==> src/rtl/adder_4b.sv <==
// adder_4b: registered unsigned ripple-carry adder, carry-out in the result MSB
module adder_4b #(
  parameter int WIDTH = 4
) (
  input  logic             i_clk,
  input  logic             i_rst_n,
  input  logic [WIDTH-1:0] i_a,
  input  logic [WIDTH-1:0] i_b,
  output logic [WIDTH:0]   o_sum
);
  logic [WIDTH:0]   c;
  logic [WIDTH-1:0] s;
  logic [WIDTH:0]   sum_d;
  logic [WIDTH:0]   sum_q;
  assign c[0] = 1'b0;
  for (genvar k = 0; k < WIDTH; k++) begin : g_fa
    assign s[k]   = i_a[k] ^ i_b[k] ^ c[k];
    assign c[k+1] = (i_a[k] & i_b[k]) | (c[k] & (i_a[k] ^ i_b[k]));
  end
  always_comb sum_d = {c[WIDTH], s};
  always_ff @(posedge i_clk or negedge i_rst_n)
    if (!i_rst_n) sum_q <= '0;
    else sum_q <= sum_d;
  assign o_sum = sum_q;
endmodule

==> config.mk <==
export PLATFORM = sky130hd
export DESIGN_NAME = adder_4b
export DESIGN_NICKNAME = d
export VERILOG_FILES = /design/src/rtl/adder_4b.sv
export SDC_FILE = /design/constraint.sdc
export NUM_CORES = 1
export LEC_CHECK = 0
export CORE_AREA = 2 2 39 41
export DETAILED_ROUTE_END_ITERATION = 8
export DIE_AREA = 0 0 41 43
export PLACE_DENSITY = 0.51
export SYNTH_ARGS = -nofsm -noshare
export SYNTH_HDL_FRONTEND = slang
export SYNTH_SLANG_ARGS = --single-unit
==> constraint.sdc <==
create_clock -name i_clk -period 0.8 [get_ports i_clk]
set_clock_uncertainty 0.1 [all_clocks]
set_input_delay 0.16 -clock i_clk [delete_from_list [all_inputs] [get_ports i_clk]]
set_output_delay 0.16 -clock i_clk [all_outputs]
set_load 0.05 [all_outputs]
==> results.json <==
{
  "syn_to_final_growth_pct": 109.0,
  "period_share_pct": 187.1,
  "setup_viol": 9,
  "netlist.area_leader.share_pct": 53.19,
  "diodes": 0,
  "powerDensity_mw_per_mm2": 2057,
  "multi_input_area_um2": 90.09,
  "ys_seq_elements": 5,
  "yosysTopAreaCell": "dfrtp_1",
  "synth_area_leaders": "dfrtp_1 53%, fa_1 26%, inv_1 16%",
  "hold_depth": 2,
  "fmaxAchievable_ghz": 0.6681,
  "path_class": "input port to flip-flop",
  "root_buffer": "clkbuf_4",
  "yosys-top-cells-count": "10 x inv_1, 5 x dfrtp_1, 3 x fa_1",
  "crit_arrival_ns": 1.53,
  "cpPeakStageDelay_ns": 0.47,
  "seq_area_um2": 130.1,
  "ir_drop_mv": 0.6258,
  "worst_pin_slew_ns": 0.2191,
  "grt_remaining_overflow": 0,
  "num_rows": 14,
  "async_reset_ff_share_pct": 100.0,
  "antenna_found_initial": 0,
  "largest_reg_flops": 5,
  "fp.coreArea_mm2": 0.001384,
  "layout_min_cycle_time_ns": 1.497,
  "worstPathRequired_ns": 0.83,
  "slew_headroom_pct": 85.35,
  "drt-initial-drc-count": 2,
  "yosys-mux-area-fraction_pct": 0,
  "fin_nets": 52,
  "grt_pass1_wl_um": 669,
  "violations": "setup timing",
  "routed_wl_um": 451,
  "start_kind": "input port",
  "h-tree-depth": 1,
  "yosysSeqAreaShare_pct": 53.19,
  "cts_sinks": 5,
  "grt_setup_unrepaired": "true",
  "synth_fa_ha_area_share_pct": 30.85,
  "die_area_mm2": 0.001763,
  "hold_violations": 0,
  "dpl.hpwl_um": 406.4,
  "status": "finished with violations",
  "syn-mean-instance-area_um2": 12.38,
  "dr.pass1.iters": 2,
  "cts.reportedPaths.clkPinSlew_ns": 0.04,
  "cts_setup_buffers": 0,
  "grtUsageTotal_pct": 6.809,
  "die_x_um": 41,
  "cp_max_fo": 1,
  "io_pins": 15,
  "syn-num-nets": 33,
  "synth_most_common_cell": "inv_1",
  "cp-startpoint": "i_b[0]",
  "port_buffers": 14,
  "synth_edf_count": 0,
  "worst_slack_ns": -0.6968,
  "drv_cap": 0,
  "holdPathEnd": "o_sum[0]$_DFF_PN0_",
  "ant_nets": 0,
  "synth_compound_area_share_pct": 0,
  "utilization_pct": 35.53,
  "drt-vias-per-instance": 3.264,
  "drive_above_1_share_pct": 62.16,
  "fillers": 135,
  "cpMaxStageDelayCell": "fa_1",
  "vias": 173,
  "synth_warnings": 0,
  "tritoncts": "yes",
  "crit_chain": "buf_6 -> ha_4 -> inv_2 -> fa_2 -> inv_2 -> fa_2 -> inv_2 -> fa_1 -> inv_1",
  "start_util_pct": 17.00,
  "yosysUniqueCellTypes": 4,
  "synth_top_family_by_area": "adder cells",
  "critPathMostFrequentCell": "inv_2",
  "maxSlewViolCount": 0,
  "cts_buffers": 3,
  "hold_class": "input port to flip-flop",
  "hold_start": "i_a[0]",
  "synth.cell_area_um2": 235.2,
  "ys_dominant_reg_cell": "dfrtp_1",
  "cp-end-kind": "flip-flop",
  "synth_simple_gate_area_share_pct": 0,
  "syn_inst": 19,
  "grt_pass1_vias": 185,
  "synth-xor-area-share_pct": 0,
  "wire_per_inst_um": 8.509,
  "p_leak_nw": 0.2312,
  "drc_errors": 0,
  "place_ws_ns": -1.391,
  "die_h_um": 43,
  "gp_congestion": 0.6318,
  "cts.path.max_buffers": 2,
  "grt_max_degree": 6
}
-- what timing repair did --
item | in CTS | in global routing
pin swaps | 4 | 3
endpoints found under the setup margin | 10 | 9
resized for setup | 15 | 3
hold buffers | 0 | 0
-- placed cells by master (no fill, tap or decap) --
| cell | count |
|---|---|
| fa_1 | 1 |
| inv_2 | 5 |
| clkdlybuf4s15_1 | 1 |
| clkdlybuf4s50_1 | 5 |
| clkbuf_4 | 3 |
| clkbuf_2 | 1 |
| buf_6 | 2 |
| fa_2 | 2 |
| ha_4 | 1 |
| buf_12 | 5 |
| inv_1 | 5 |
| dfrtp_2 | 4 |
| dfrtp_1 | 1 |
| clkbuf_1 | 1 |
-- cell type report --
| class | instances | area share (%) |
|---|---|---|
| tap | 16 | 4.071 |
| inverter | 10 | 7.634 |
| multi-input combinational | 4 | 18.32 |
| timing repair buffer | 14 | 38.17 |
| sequential | 5 | 26.46 |
| clock buffer | 4 | 5.344 |
-- cells by family after synthesis --
family / after synthesis
DFF: 5
adders and majority gates: 4
buffers and inverters: 10
-- worst max path at each step --
stage	to	slack, ns	cells past startpoint
finish	o_sum[3]$_DFF_PN0_	-0.70	9
detailed placement	o_sum[3]$_DFF_PN0_	-1.39	9
global placement	o_sum[3]$_DFF_PN0_	-1.36	9
global route	o_sum[3]$_DFF_PN0_	-0.73	9
floorplan	o_sum[3]$_DFF_PN0_	-0.80	8
CTS	o_sum[3]$_DFF_PN0_	-0.74	9
-- metrics by stage --
stage	total power [W]	cells	cell area (µm²)	setup TNS, ns	hold WS (ns)
global route	0.001076	53	491.7	-3.264	0.01302
CTS	0.001036	53	495.5	-3.243	0.02163
finish	0.001011	53	491.7	-3.034	0.03274
floorplan	0.0004867	19	257.7	-2.249	-0.2356
global placement	0.0007255	49	467.9	-4.796	0.2967
detailed placement	0.0007299	49	467.9	-4.870	0.2976
-- critical path, delay by kind of cell --
family | cells | cell delay [ns]
fa+ha+maj | 4 | 1.12
buf+inv | 5 | 0.25
-- layer usage --
metal  wire length, µm  global-route usage [%]  part of all wire [%]
met5                 0                       0                     0
met4                 0                   8.000                     0
met3                67                   4.712                    15
met2               227                   9.688                    50
met1               156                   5.017                    35
-- where the power goes --
group          switching (W)  total, W  internal, W
clock network       0.000101  0.000290     0.000188
registers          0.0000312  0.000327     0.000296
logic               0.000193  0.000395     0.000202
total               0.000325   0.00101     0.000686
No activity file was read; power rests on OpenSTA's default activity.
